===== src/rtl/multdiv_sequencer_if.sv =====
// Decode, operand, multdiv-handshake and writeback signals shared between the
// processor pipeline and the multiply/divide sequencer.
interface multdiv_sequencer_if;
  logic [4:0]  opcode;
  logic [4:0]  ALUop;
  logic [4:0]  rd;
  logic [31:0] op_a;
  logic [31:0] op_b;
  logic [31:0] md_result;
  logic        md_exception;
  logic        md_ready;

  logic [31:0] md_a;
  logic [31:0] md_b;
  logic        md_mult;
  logic        md_div;
  logic        stall;
  logic        wb_en;
  logic [4:0]  wb_rd;
  logic [31:0] wb_data;
  logic        busy;

  modport master (
    output opcode, ALUop, rd, op_a, op_b, md_result, md_exception, md_ready,
    input  md_a, md_b, md_mult, md_div, stall, wb_en, wb_rd, wb_data, busy
  );

  modport slave (
    input  opcode, ALUop, rd, op_a, op_b, md_result, md_exception, md_ready,
    output md_a, md_b, md_mult, md_div, stall, wb_en, wb_rd, wb_data, busy
  );
endinterface


===== src/rtl/multdiv_sequencer.sv =====
// Multi-cycle sequencer for the iterative mul/div unit: stalls the PC, issues a
// start pulse, waits for completion or timeout, then writes back rd or $rstatus.
module multdiv_sequencer #(
  parameter int unsigned TIMEOUT = 40
) (
  input  logic          clock,
  input  logic          reset_n,
  multdiv_sequencer_if.slave bus
);

  localparam int unsigned CW = $clog2(TIMEOUT + 1);
  localparam logic [CW-1:0] LAST_WAIT = CW'(TIMEOUT - 1);

  localparam logic [1:0] S_IDLE  = 2'd0;
  localparam logic [1:0] S_ISSUE = 2'd1;
  localparam logic [1:0] S_WAIT  = 2'd2;
  localparam logic [1:0] S_WB    = 2'd3;

  localparam logic [4:0]  OPC_RTYPE = 5'b00000;
  localparam logic [4:0]  ALU_MUL   = 5'b00110;
  localparam logic [4:0]  ALU_DIV   = 5'b00111;
  localparam logic [4:0]  RSTATUS   = 5'd30;
  localparam logic [31:0] EXC_MUL   = 32'd4;
  localparam logic [31:0] EXC_DIV   = 32'd5;

  logic [1:0]    state;
  logic [31:0]   a_q;
  logic [31:0]   b_q;
  logic [4:0]    rd_q;
  logic          div_q;
  logic [31:0]   res_q;
  logic          exc_q;
  logic [CW-1:0] cnt;

  logic is_md;
  logic is_div;

  logic        mult_pulse;
  logic        div_pulse;
  logic        stall_c;
  logic        wb_en_c;
  logic [4:0]  wb_rd_c;
  logic [31:0] wb_data_c;

  assign is_md  = (bus.opcode == OPC_RTYPE) &&
                  ((bus.ALUop == ALU_MUL) || (bus.ALUop == ALU_DIV));
  assign is_div = (bus.ALUop == ALU_DIV);

  always_ff @(posedge clock or negedge reset_n) begin
    if (!reset_n) begin
      state <= S_IDLE;
      a_q   <= '0;
      b_q   <= '0;
      rd_q  <= '0;
      div_q <= 1'b0;
      res_q <= '0;
      exc_q <= 1'b0;
      cnt   <= '0;
    end else begin
      case (state)
        S_IDLE: begin
          if (is_md) begin
            a_q   <= bus.op_a;
            b_q   <= bus.op_b;
            rd_q  <= bus.rd;
            div_q <= is_div;
            res_q <= '0;
            exc_q <= 1'b0;
            state <= S_ISSUE;
          end
        end
        S_ISSUE: begin
          cnt   <= '0;
          state <= S_WAIT;
        end
        S_WAIT: begin
          cnt <= cnt + CW'(1);
          // A completion in the final wait cycle takes priority over the timeout.
          if (bus.md_ready) begin
            res_q <= bus.md_result;
            exc_q <= bus.md_exception;
            state <= S_WB;
          end else if (cnt == LAST_WAIT) begin
            exc_q <= 1'b1;
            state <= S_WB;
          end
        end
        S_WB: begin
          state <= S_IDLE;
        end
        default: begin
          state <= S_IDLE;
        end
      endcase
    end
  end

  always_comb begin
    mult_pulse = 1'b0;
    div_pulse  = 1'b0;
    stall_c    = 1'b0;
    wb_en_c    = 1'b0;
    wb_rd_c    = '0;
    wb_data_c  = '0;
    case (state)
      S_IDLE: begin
        stall_c = is_md;
      end
      S_ISSUE: begin
        stall_c    = 1'b1;
        mult_pulse = !div_q;
        div_pulse  = div_q;
      end
      S_WAIT: begin
        stall_c = 1'b1;
      end
      S_WB: begin
        // r0 is never written, but an exception always reaches $rstatus.
        wb_en_c   = exc_q || (rd_q != '0);
        wb_rd_c   = exc_q ? RSTATUS : rd_q;
        wb_data_c = exc_q ? (div_q ? EXC_DIV : EXC_MUL) : res_q;
      end
      default: begin
        stall_c = 1'b0;
      end
    endcase
  end

  assign bus.md_a    = a_q;
  assign bus.md_b    = b_q;
  assign bus.md_mult = mult_pulse;
  assign bus.md_div  = div_pulse;
  assign bus.stall   = stall_c;
  assign bus.wb_en   = wb_en_c;
  assign bus.wb_rd   = wb_rd_c;
  assign bus.wb_data = wb_data_c;
  assign bus.busy    = (state != S_IDLE);

endmodule


===== src/flat_wrapper.sv =====
// flat-port wrapper written by rule: the top's interface ports become plain ports
module multdiv_sequencer_flat 
#(
  parameter int unsigned TIMEOUT = 40
)
  (clock, reset_n, bus_opcode, bus_ALUop, bus_rd, bus_op_a, bus_op_b, bus_md_result, bus_md_exception, bus_md_ready, bus_md_a, bus_md_b, bus_md_mult, bus_md_div, bus_stall, bus_wb_en, bus_wb_rd, bus_wb_data, bus_busy);
  multdiv_sequencer_if bus_i ();
  input  logic clock;
  input  logic reset_n;
  input wire logic [$bits(bus_i.opcode)-1:0] bus_opcode;
  input wire logic [$bits(bus_i.ALUop)-1:0] bus_ALUop;
  input wire logic [$bits(bus_i.rd)-1:0] bus_rd;
  input wire logic [$bits(bus_i.op_a)-1:0] bus_op_a;
  input wire logic [$bits(bus_i.op_b)-1:0] bus_op_b;
  input wire logic [$bits(bus_i.md_result)-1:0] bus_md_result;
  input wire logic [$bits(bus_i.md_exception)-1:0] bus_md_exception;
  input wire logic [$bits(bus_i.md_ready)-1:0] bus_md_ready;
  output wire logic [$bits(bus_i.md_a)-1:0] bus_md_a;
  output wire logic [$bits(bus_i.md_b)-1:0] bus_md_b;
  output wire logic [$bits(bus_i.md_mult)-1:0] bus_md_mult;
  output wire logic [$bits(bus_i.md_div)-1:0] bus_md_div;
  output wire logic [$bits(bus_i.stall)-1:0] bus_stall;
  output wire logic [$bits(bus_i.wb_en)-1:0] bus_wb_en;
  output wire logic [$bits(bus_i.wb_rd)-1:0] bus_wb_rd;
  output wire logic [$bits(bus_i.wb_data)-1:0] bus_wb_data;
  output wire logic [$bits(bus_i.busy)-1:0] bus_busy;
  assign bus_i.opcode = bus_opcode;
  assign bus_i.ALUop = bus_ALUop;
  assign bus_i.rd = bus_rd;
  assign bus_i.op_a = bus_op_a;
  assign bus_i.op_b = bus_op_b;
  assign bus_i.md_result = bus_md_result;
  assign bus_i.md_exception = bus_md_exception;
  assign bus_i.md_ready = bus_md_ready;
  assign bus_md_a = bus_i.md_a;
  assign bus_md_b = bus_i.md_b;
  assign bus_md_mult = bus_i.md_mult;
  assign bus_md_div = bus_i.md_div;
  assign bus_stall = bus_i.stall;
  assign bus_wb_en = bus_i.wb_en;
  assign bus_wb_rd = bus_i.wb_rd;
  assign bus_wb_data = bus_i.wb_data;
  assign bus_busy = bus_i.busy;
  multdiv_sequencer #(.TIMEOUT(TIMEOUT)) u_core (.clock(clock), .reset_n(reset_n), .bus(bus_i));
endmodule

===== config.mk =====
export PLATFORM = sky130hd
export DESIGN_NAME = multdiv_sequencer_flat
export DESIGN_NICKNAME = d
export VERILOG_FILES = /design/src/rtl/multdiv_sequencer_if.sv /design/src/rtl/multdiv_sequencer.sv /design/src/flat_wrapper.sv
export SDC_FILE = /design/constraint.sdc
export NUM_CORES = 1
export LEC_CHECK = 0
export BUFFER_PORTS_ARGS = -buffer_cell sky130_fd_sc_hd__buf_2
export CAP_MARGIN = 25
export CORE_AREA = 2 2 109 111
export CTS_BUF_LIST = sky130_fd_sc_hd__clkbuf_8
export DETAILED_ROUTE_END_ITERATION = 6
export DIE_AREA = 0 0 111 113
export PLACE_DENSITY = 0.81
export SLEW_MARGIN = 20
export SYNTH_ARGS = -nofsm -noshare
export SYNTH_HDL_FRONTEND = slang
export SYNTH_SLANG_ARGS = --single-unit

===== constraint.sdc =====
create_clock -name clock -period 1.76 [get_ports clock]
set_clock_uncertainty 0.2 [all_clocks]
set_input_delay 0.264 -clock clock [delete_from_list [all_inputs] [get_ports clock]]
set_output_delay 0.264 -clock clock [all_outputs]
set_load 0.01 [all_outputs]

==> flow_summary_export.csv, run 1 <==
group,metric,value,unit
place,dp.cells,758,
yosys,synth_top_area_share,56.4,%
global_routing,antenna_found_initial,0,
clock_tree,cts_buffers,9,
yosys,synth_seq_cells,111,
worst_hold_path,holdCritPathClass,"input pin to register",
detailed_routing,drc_errors,0,
worst_hold_path,min_path_cells,3,
yosys,yosys_warnings,0,
power_and_ir_drop,switching_power,2.89,mW
detailed_routing,drtPass1Iterations,7,
power_and_ir_drop,swShare,35.9,%
worst_setup_path,rrSetupSlack,-0.23,ns
detailed_routing,finalWirelength,16100,µm
global_routing,grt_pass1_wl,24400,µm
power_and_ir_drop,combPwrFrac,42.1,%
floorplan,dieWidth,111,µm
worst_setup_path,critPathMaxFanout,2,
worst_setup_path,endpoint,"bus_wb_en",
clock_tree,cts-root-buf,"clkbuf_8",
power_and_ir_drop,power.density,1010,mW/mm²
place,hpwl,9390,µm
job,max_cap_violations,0,
worst_setup_path,r2r-start,"u_core.state[1]$_DFFE_PN0P_",
finish,fin_cells,884,
power_and_ir_drop,leakagePower,4.18,nW
finish,fin_area,0.00794,mm²
sta,period_share,122,%
power_and_ir_drop,seqPwrFrac,38.1,%
power_and_ir_drop,clkPwrFrac,19.8,%
clock_tree,htree_num_levels,3,
place,pre_cts_ws,-0.470,ns
sta,tightest_slew,0.748,ns
detailed_routing,avgViaCountPerCell,5.24,
status,status,"complete, but fails checks",
floorplan,dieHeight,113,µm
sta,slew_headroom,50.0,%
finish,n_fill_cell,739,
yosys,syn_area_per_cell,12.1,µm²
finish,areaGrowthSynthToFinish,61.2,%
clock_tree,cts.path.max_buffers,2,
sta,drv_slew,0,
sta,finalSetupViolCount,147,
clock_tree,clkTransAtPathRegs,0.11,ns
global_routing,busiest_layer,"met2",
power_and_ir_drop,internal_power,5.14,mW
global_routing,gr-usage-met3,5.52,%
finish,drive_gt1_share,50.0,%
place,place.gp.congestion,0.735,
worst_setup_path,cp_data_required_time,1.30,ns
detailed_routing,drtIter0Drc,423,
power_and_ir_drop,ir_drop,0.596,mV
global_routing,grt_max_degree,112,
yosys,synthTopCellsByArea,"dfrtp_1 56%, mux2_2 14%, o31ai_1 4.9%",
worst_setup_path,reg2reg_depth,7,
floorplan,start_util,43.7,%
status,violations,"negative setup slack",
sta,setup_slack,-0.391,ns
yosys,synthCells,408,
global_routing,grt_util_all_layers,24.5,%
floorplan,fp.coreArea,0.0113,mm²
floorplan,dieArea,0.0125,mm²
worst_setup_path,r2r_end,"u_core.res_q[9]$_DFFE_PN0P_",
finish,final_common_cell,"buf_2",
global_routing,grtUsageMet1,29.2,%
yosys,synth_area,0.00492,mm²
yosys,ys_types,34,
yosys,synthesis.nets,529,
clock_tree,tritoncts,"done",
sta,clock.fmax,465,MHz
place,numPortBuffers,220,
floorplan,io_pins,221,
worst_setup_path,critPathArrivalTime,1.69,ns
yosys,synth_top_area_cell,"dfrtp_1",
worst_setup_path,cp-end-kind,"output pin",
global_routing,grt_overflow,0,
yosys,ys_seq_area_share,56.4,%
clock_tree,clkLatencyLatePin,0.37,ns
worst_setup_path,critPathKind,"register to output pin",
global_routing,met2_usage,42.8,%
clock_tree,cts.sinks,111,
sta,final-hold-violation-count,0,
finish,final_cell_mix,"193 x buf_2, 110 x dfrtp_1, 102 x dlygate4sd3_1",
floorplan,rows,39,
sta,fin_crit,2.15,ns
global_routing,grt_pass1_vias,4869,
detailed_routing,vias,4633,
power_and_ir_drop,finalPower,8.03,mW
place,post_dp_cell_area,0.00631,mm²
worst_setup_path,cp-startpoint,"u_core.rd_q[3]$_DFFE_PN0P_",
sta,rsz0062_at_grt,"yes",
worst_setup_path,crit_path_start_kind,"register",
finish,finalNetCount,856,
detailed_routing,wl_per_cell,18.3,µm
detailed_routing,ant_nets,0,
-- critical path: stages (launching register included) --
cell and delay (ns):
dfrtp_1 0.40, or4_4 0.52, o31a_1 0.27, buf_6 0.13
-- kinds of logic after synthesis --
logic type / after synthesis / share of synthesized area (%)
AO/OA/AOI/OAI: 87 / 11.3
XOR/XNOR: 1 / 0.178
adder cells (fa/ha/maj): 6 / 1.52
buffers and inverters: 42 / 3.68
flip-flops: 111 / 56.4
multiplexers: 72 / 16.4
AND/OR/NAND/NOR: 89 / 10.5
-- state kept, by name, summed over array words and instances (netlist names) --
name             count
u_core.div_q         1
u_core.state         2
u_core.rd_q          5
u_core.cnt           6
u_core.res_q        32
u_core.bus.md_b     32
u_core.exc_q         1
u_core.bus.md_a     32
-- power by group through the flow --
stage / clock network, mW / registers (mW) / logic (mW)
4_1_cts: 1.63 / 3.03 / 3.05
6_report: 1.59 / 3.06 / 3.38
3_3_place_gp: 0 / 3.05 / 2.44
5_1_grt: 1.72 / 3.08 / 3.66
2_1_floorplan: 0 / 3.04 / 1.53
3_5_place_dp: 0 / 3.06 / 2.56
-- synthesized netlist by cell type --
cell / number
dfrtp_1: 111
mux2_2: 62
nand3_1: 33
and2_1: 32
o31ai_1: 32
o21ai_0: 25
clkbuf_1: 24
o21ai_1: 14
inv_1: 8
buf_2: 7
mux2_1: 7
o21a_1: 7
ha_1: 6
nand2_1: 6
nor2_1: 5
a21oi_1: 4
nor2b_1: 4
mux2i_1: 3
buf_4: 2
nand4_1: 2
a22o_1: 1
a31oi_2: 1
and4bb_2: 1
buf_6: 1
nand2b_1: 1
nand3b_1: 1
nand4_2: 1
nor4_4: 1
o2bb2ai_1: 1
o31a_1: 1
o32a_1: 1
or3_1: 1
or4_1: 1
xor2_1: 1
-- per-stage QoR --
step	util (%)	hold WS [ns]	TNS, ns
after floorplan	-	-0.232	-0.00344
after global placement	55.9	0.184	-32.84
after detailed placement	56.0	0.191	-29.59
after CTS	68.3	0.00862	-18.13
after global routing	70.4	0.00254	-30.89
final	70.4	0.0112	-22.19
-- area by class of cell --
| type | count | area, µm² | area share, % |
|---|---|---|---|
| clock inverter | 7 | 78.8 | 0.993 |
| tap | 143 | 179 | 2.25 |
| timing repair buffer | 349 | 2600 | 32.8 |
| multi-input combinational | 256 | 2140 | 26.9 |
| inverter | 8 | 35.0 | 0.441 |
| sequential | 111 | 2780 | 35.0 |
| clock buffer | 9 | 124 | 1.56 |
| antenna | 1 | 2.50 | 0.0315 |
-- timing repair --
action,4_1_cts,5_1_grt
endpoints found under the setup margin,148,147
hold endpoints to repair,212,0
resized for setup,24,53
pin swaps,10,19
hold buffers,102,0
buffers inserted,3,6
gates cloned,1,0
-- layer usage --
metal | wire, µm | part of all wire (%)
met2 | 8390 | 52
met3 | 1220 | 7.6
met1 | 6120 | 38
met4 | 408 | 2.5
met5 | 0 | 0
-- worst min-delay path by stage --
stage                      startpoint                              to  slack (ns)
finish              bus_md_result[13]    u_core.res_q[13]$_DFFE_PN0P_        0.01
global route        bus_md_result[13]    u_core.res_q[13]$_DFFE_PN0P_       0.003
CTS                 bus_md_result[13]    u_core.res_q[13]$_DFFE_PN0P_       0.009
detailed placement            reset_n    u_core.res_q[24]$_DFFE_PN0P_        0.19
global placement              reset_n    u_core.res_q[24]$_DFFE_PN0P_        0.18
floorplan                     reset_n  u_core.bus.md_a[0]$_DFFE_PN0P_       -0.23
Note: power is estimated with default switching activity, not from simulation.
==> inputs of run 2 (changes only) <==
--- a/config.mk
+++ b/config.mk
@@ -5,7 +5,7 @@
 export SDC_FILE = /design/constraint.sdc
 export NUM_CORES = 1
 export LEC_CHECK = 0
-export BUFFER_PORTS_ARGS = -buffer_cell sky130_fd_sc_hd__buf_2
+export BUFFER_PORTS_ARGS = -buffer_cell sky130_fd_sc_hd__clkbuf_2
 export CAP_MARGIN = 25
 export CORE_AREA = 2 2 109 111
 export CTS_BUF_LIST = sky130_fd_sc_hd__clkbuf_8
==> run 2 against run 1 <==
The flow still finishes with violations (negative setup slack); maximum frequency shrank 1.5%; die area is the same; worst setup slack lost 0.033 ns; cell area rose by 17%; flip-flop and latch count unchanged; sequential share of layout area shrank 5.2 points; power is 34% higher; worst hold slack improved by 0.025 ns.
==> flow_summary_export.csv, run 2 (synthesis gave the netlist of run 1 again) <==
group,metric,value,unit
status,status,"complete, but fails checks",
status,violations,"negative setup slack",
sta,period_share,124,%
clock_tree,htree_num_levels,3,
global_routing,grt_util_all_layers,29.7,%
place,numPortBuffers,220,
place,post_dp_cell_area,0.00637,mm²
sta,slew_headroom,70.5,%
detailed_routing,vias,5151,
global_routing,grt_pass1_vias,5392,
clock_tree,clkTransAtPathRegs,0.11,ns
power_and_ir_drop,switching_power,4.29,mW
sta,tns,-32.36,ns
place,hpwl,9830,µm
power_and_ir_drop,combPwrFrac,56.2,%
sta,final-hold-violation-count,0,
global_routing,antenna_found_initial,1,
detailed_routing,ant_nets,0,
place,pre_cts_ws,-0.479,ns
finish,fin_area,0.00932,mm²
finish,finalNetCount,907,
global_routing,grt_overflow,0,
power_and_ir_drop,internal_power,6.50,mW
worst_setup_path,critPathKind,"register to output pin",
finish,final_common_cell,"clkbuf_2",
sta,tightest_slew,0.442,ns
place,dp.cells,763,
sta,drv_slew,0,
detailed_routing,drtIter0Drc,358,
floorplan,start_util,43.7,%
power_and_ir_drop,power.density,1160,mW/mm²
worst_hold_path,holdCritPathClass,"input pin to register",
global_routing,grt_max_degree,48,
worst_setup_path,cp-end-kind,"output pin",
detailed_routing,finalWirelength,20800,µm
power_and_ir_drop,ir_drop,1.05,mV
sta,setup_slack,-0.423,ns
detailed_routing,wl_per_cell,22.3,µm
finish,final_cell_mix,"178 x clkbuf_2, 109 x dfrtp_1, 103 x dlygate4sd3_1",
finish,areaGrowthSynthToFinish,89.2,%
clock_tree,cts.sinks,111,
worst_setup_path,crit_path_start_kind,"register",
floorplan,io_pins,221,
clock_tree,cts-root-buf,"clkbuf_8",
clock_tree,tritoncts,"done",
detailed_routing,drtPass1Iterations,5,
detailed_routing,drc_errors,0,
sta,finalSetupViolCount,145,
sta,fin_crit,2.18,ns
detailed_routing,met3_length,1310,µm
detailed_routing,top_layer,"met4",
detailed_routing,wl_met1,6970,µm
place,place.gp.congestion,0.739,
worst_setup_path,critPathArrivalTime,1.72,ns
floorplan,rows,39,
detailed_routing,avgViaCountPerCell,5.51,
floorplan,dieHeight,113,µm
clock_tree,cts.path.max_buffers,2,
floorplan,dieArea,0.0125,mm²
clock_tree,clkLatencyLatePin,0.39,ns
floorplan,fp.coreArea,0.0113,mm²
sta,clock.fmax,458,MHz
job,max_cap_violations,0,
detailed_routing,wl_met2,11300,µm
worst_setup_path,critPathMaxFanout,7,
clock_tree,cts_buffers,9,
power_and_ir_drop,seqPwrFrac,29.4,%
power_and_ir_drop,swShare,39.8,%
power_and_ir_drop,leakagePower,4.61,nW
global_routing,grt_pass1_wl,28800,µm
finish,fin_cells,935,
floorplan,dieWidth,111,µm
power_and_ir_drop,clkPwrFrac,14.4,%
sta,rsz0062_at_grt,"yes",
finish,drive_gt1_share,58.4,%
worst_setup_path,cp_data_required_time,1.30,ns
## run 2: cell count changes in the layout (fill, tap and decap cells not counted), sizes merged
cell,change
nor2b,+2
clkinvlp,+1
inv,-1
bufinv,-1
clkbuf,+188
buf,-141
clkinv,+1
bufbuf,+1
dlygate4sd3,+1
## run 2: power groups by stage
stage | combinational (mW) | clock, mW | sequential, mW
5_1_grt | 6.32 | 1.69 | 3.20
4_1_cts | 4.25 | 1.57 | 3.08
6_report | 6.06 | 1.55 | 3.18
2_1_floorplan | 1.53 | 0 | 3.04
3_3_place_gp | 2.55 | 0 | 3.06
3_5_place_dp | 2.67 | 0 | 3.07
## run 2: repair_timing
item / in CTS / in global routing
endpoints found under the setup margin: 146 / 149
gates resized for setup: 104 / 155
pin swaps: 27 / 52
hold buffers: 103 / 0
endpoints found under the hold margin: 213 / 0
setup buffers: 16 / 18
cloned: 11 / 11
## run 2: layout make-up
type	count	area (µm²)
timing repair buffer	398	3520
sequential	111	2780
multi-input combinational	258	2610
fill	585	1950
tap	143	179
clock buffer	9	124
clock inverter	7	76.3
inverter	8	32.5
antenna	1	2.50
## run 2: routing by layer
layer	track usage, %	vias to the layer above
li1	-	2221
met1	31.9	2517
met4	16.4	0
met3	5.78	101
met2	55.0	312
met5	0	-
## run 2: path summary, 6_finish.rpt
check	startpoint	end	slack [ns]	cells past startpoint
worst max-delay path	u_core.state[0]$_DFFE_PN0P_	bus_wb_data[16]	-0.42	6
worst min-delay path	bus_md_exception	u_core.exc_q$_DFFE_PN0P_	0.04	4
worst max register to register	u_core.state[0]$_DFFE_PN0P_	u_core.bus.md_b[13]$_DFFE_PN0P_	-0.26	9
worst min register to register	u_core.bus.md_b[22]$_DFFE_PN0P_	u_core.bus.md_b[22]$_DFFE_PN0P_	0.31	1
max in group asynchronous	reset_n	u_core.exc_q$_DFFE_PN0P_	0.60	3
min in group asynchronous	reset_n	u_core.res_q[24]$_DFFE_PN0P_	0.16	2
## run 2: worst max-delay path, cell delays in order, from the launching register on
cell     delay, ns
dfrtp_1       0.40
buf_6         0.12
ha_4          0.16
buf_4         0.12
nor2b_4       0.23
and2_4        0.20
buf_6         0.10
## run 2: stage by stage
step	hold WS, ns	utilization (%)	total power [mW]
3_5_place_dp	0.0274	56.5	5.75
5_1_grt	0.0322	82.7	11.2
6_report	0.0363	82.7	10.8
4_1_cts	0.0180	74.4	8.91
2_1_floorplan	-0.232	-	4.57
3_3_place_gp	0.0245	56.5	5.61
==> inputs of run 3 (changes only) <==
--- a/config.mk
+++ b/config.mk
@@ -11,7 +11,7 @@
 export CTS_BUF_LIST = sky130_fd_sc_hd__clkbuf_8
 export DETAILED_ROUTE_END_ITERATION = 6
 export DIE_AREA = 0 0 111 113
-export PLACE_DENSITY = 0.81
+export PLACE_DENSITY = 0.78
 export SLEW_MARGIN = 20
 export SYNTH_ARGS = -nofsm -noshare
 export SYNTH_HDL_FRONTEND = slang
==> run 3 against run 2 <==
The flow still finishes with violations (negative setup slack); combinational power increased by 4.6%; first-iteration DRC count fell by 1.4%; power rose by 2.2%; clock power is 3% lower; sequential power barely moved; register-to-register slack lost 0.08 ns; cell area about the same; cell count up 0.32%; wire length rose by 2.1%; utilization about the same; worst setup slack gained 0.014 ns; die area did not move; critical path type unchanged; largest power group unchanged.
==> flow_summary_export.csv, run 3 (synthesis gave the netlist of run 1 again) <==
group,metric,value,unit
status,status,"complete, but fails checks",
status,violations,"negative setup slack",
clock_tree,tritoncts,"done",
worst_setup_path,slowest_stage,"or4_1",
floorplan,start_util,43.7,%
floorplan,dieWidth,111,µm
detailed_routing,ant_nets,0,
worst_setup_path,critPathKind,"register to output pin",
worst_setup_path,cp_data_required_time,1.30,ns
power_and_ir_drop,ir_drop,1.35,mV
finish,drive_gt1_share,59.5,%
place,post_dp_cell_area,0.00638,mm²
worst_setup_path,cp-startpoint,"u_core.rd_q[1]$_DFFE_PN0P_",
global_routing,grt_pass1_wl,31400,µm
clock_tree,htree_num_levels,3,
finish,final_cell_mix,"183 x clkbuf_2, 110 x dfrtp_1, 103 x dlygate4sd3_1",
global_routing,grt_util_all_layers,32.5,%
sta,finalSetupViolCount,146,
worst_setup_path,crit_path_start_kind,"register",
worst_setup_path,critPathTopFamily,"simple AND/OR/NAND/NOR gates",
clock_tree,cts.path.max_buffers,2,
finish,areaGrowthSynthToFinish,89.2,%
detailed_routing,wl_per_cell,22.7,µm
sta,clock.fmax,461,MHz
worst_setup_path,r2r-start,"u_core.state[1]$_DFFE_PN0P_",
finish,fin_cells,938,
clock_tree,cts-root-buf,"clkbuf_8",
global_routing,antenna_found_initial,3,
sta,period_share,123,%
place,numPortBuffers,220,
floorplan,dieArea,0.0125,mm²
detailed_routing,drc_errors,0,
worst_setup_path,critPathArrivalTime,1.71,ns
detailed_routing,drtPass1Iterations,4,
sta,final-hold-violation-count,0,
sta,setup_slack,-0.409,ns
worst_hold_path,holdCritPathClass,"input pin to register",
floorplan,io_pins,221,
job,max_cap_violations,0,
worst_setup_path,critPathMaxFanout,2,
floorplan,fp.coreArea,0.0113,mm²
clock_tree,cts_buffers,9,
clock_tree,cts.sinks,111,
floorplan,rows,39,
place,dp.cells,765,
power_and_ir_drop,finalPower,11.0,mW
sta,fin_crit,2.17,ns
sta,rsz0062_at_grt,"yes",
place,pre_cts_ws,-0.354,ns
global_routing,grt_overflow,0,
detailed_routing,avgViaCountPerCell,5.44,
detailed_routing,vias,5099,
clock_tree,clkLatencyLatePin,0.38,ns
sta,tns,-26.29,ns
power_and_ir_drop,leakagePower,4.64,nW
worst_setup_path,cpPeakStageDelay,0.53,ns
sta,drv_slew,0,
sta,slew_headroom,72.6,%
global_routing,grt_max_degree,49,
clock_tree,clkTransAtPathRegs,0.12,ns
worst_setup_path,worstPathCellList,"or4_1, o31a_1, clkbuf_2",
worst_setup_path,critPathBufInv,1,
worst_hold_path,min_from,"bus_md_exception",
finish,finalNetCount,907,
detailed_routing,finalWirelength,21300,µm
finish,fin_area,0.00932,mm²
finish,fin_util,82.7,%
floorplan,dieHeight,113,µm
global_routing,grt_pass1_vias,5738,
place,hpwl,9750,µm
worst_setup_path,cp-end-kind,"output pin",
sta,hold_slack,0.0607,ns
place,place.gp.congestion,0.822,
detailed_routing,drtIter0Drc,353,
finish,final_common_cell,"clkbuf_2",
sta,tightest_slew,0.412,ns
power_and_ir_drop,power.density,1180,mW/mm²
-- run 3: metal layers --
layer,wire (µm),up-vias,global-route usage (%)
li1,-,2221,-
met1,7440,2519,34.3
met2,11700,286,61.5
met3,1280,73,7.34
met4,877,0,15.2
met5,0,-,0
-- run 3: what timing repair did --
item	in CTS	in global routing
hold buffers	103	0
buffers inserted	28	13
endpoints found under the setup margin	148	151
pin swaps	53	38
gates resized for setup	146	132
hold endpoints to repair	213	0
gates cloned	21	4
-- run 3: power by group --
part	leakage [nW]	total, mW	internal (mW)	switching [mW]
clock	0.0982	1.50	0.537	0.964
combinational	3.03	6.34	3.19	3.15
sequential	1.52	3.19	2.85	0.332
-- run 3: final timing paths --
kind | end | slack, ns | depth (start not counted)
worst max-delay path | bus_wb_en | -0.41 | 3
worst min-delay path | u_core.exc_q$_DFFE_PN0P_ | 0.06 | 4
worst max register to register | u_core.res_q[23]$_DFFE_PN0P_ | -0.34 | 11
worst min register to register | u_core.bus.md_a[18]$_DFFE_PN0P_ | 0.32 | 1
max in group asynchronous | u_core.bus.md_a[1]$_DFFE_PN0P_ | 0.61 | 3
min in group asynchronous | u_core.res_q[24]$_DFFE_PN0P_ | 0.15 | 2
-- run 3: worst reg2reg max path, cell delays in order, from the launching register on --
cell and delay, ns:
dfrtp_1 0.44, buf_6 0.15, inv_4 0.06, ha_4 0.15, buf_6 0.10, inv_4 0.04, a31oi_4 0.27, buf_6 0.18
buf_12 0.12, buf_16 0.15, o31ai_4 0.07, o21ai_1 0.11
-- run 3: final cells by class --
cell class	instances	area (µm²)
multi-input cells	257	2690
repair buffers	399	3440
diodes	4	10.0
inverters	8	37.5
fillers	564	1950
flip-flops and latches	111	2780
well taps	143	179
clock buffers	9	124
clock inverters	7	60.1
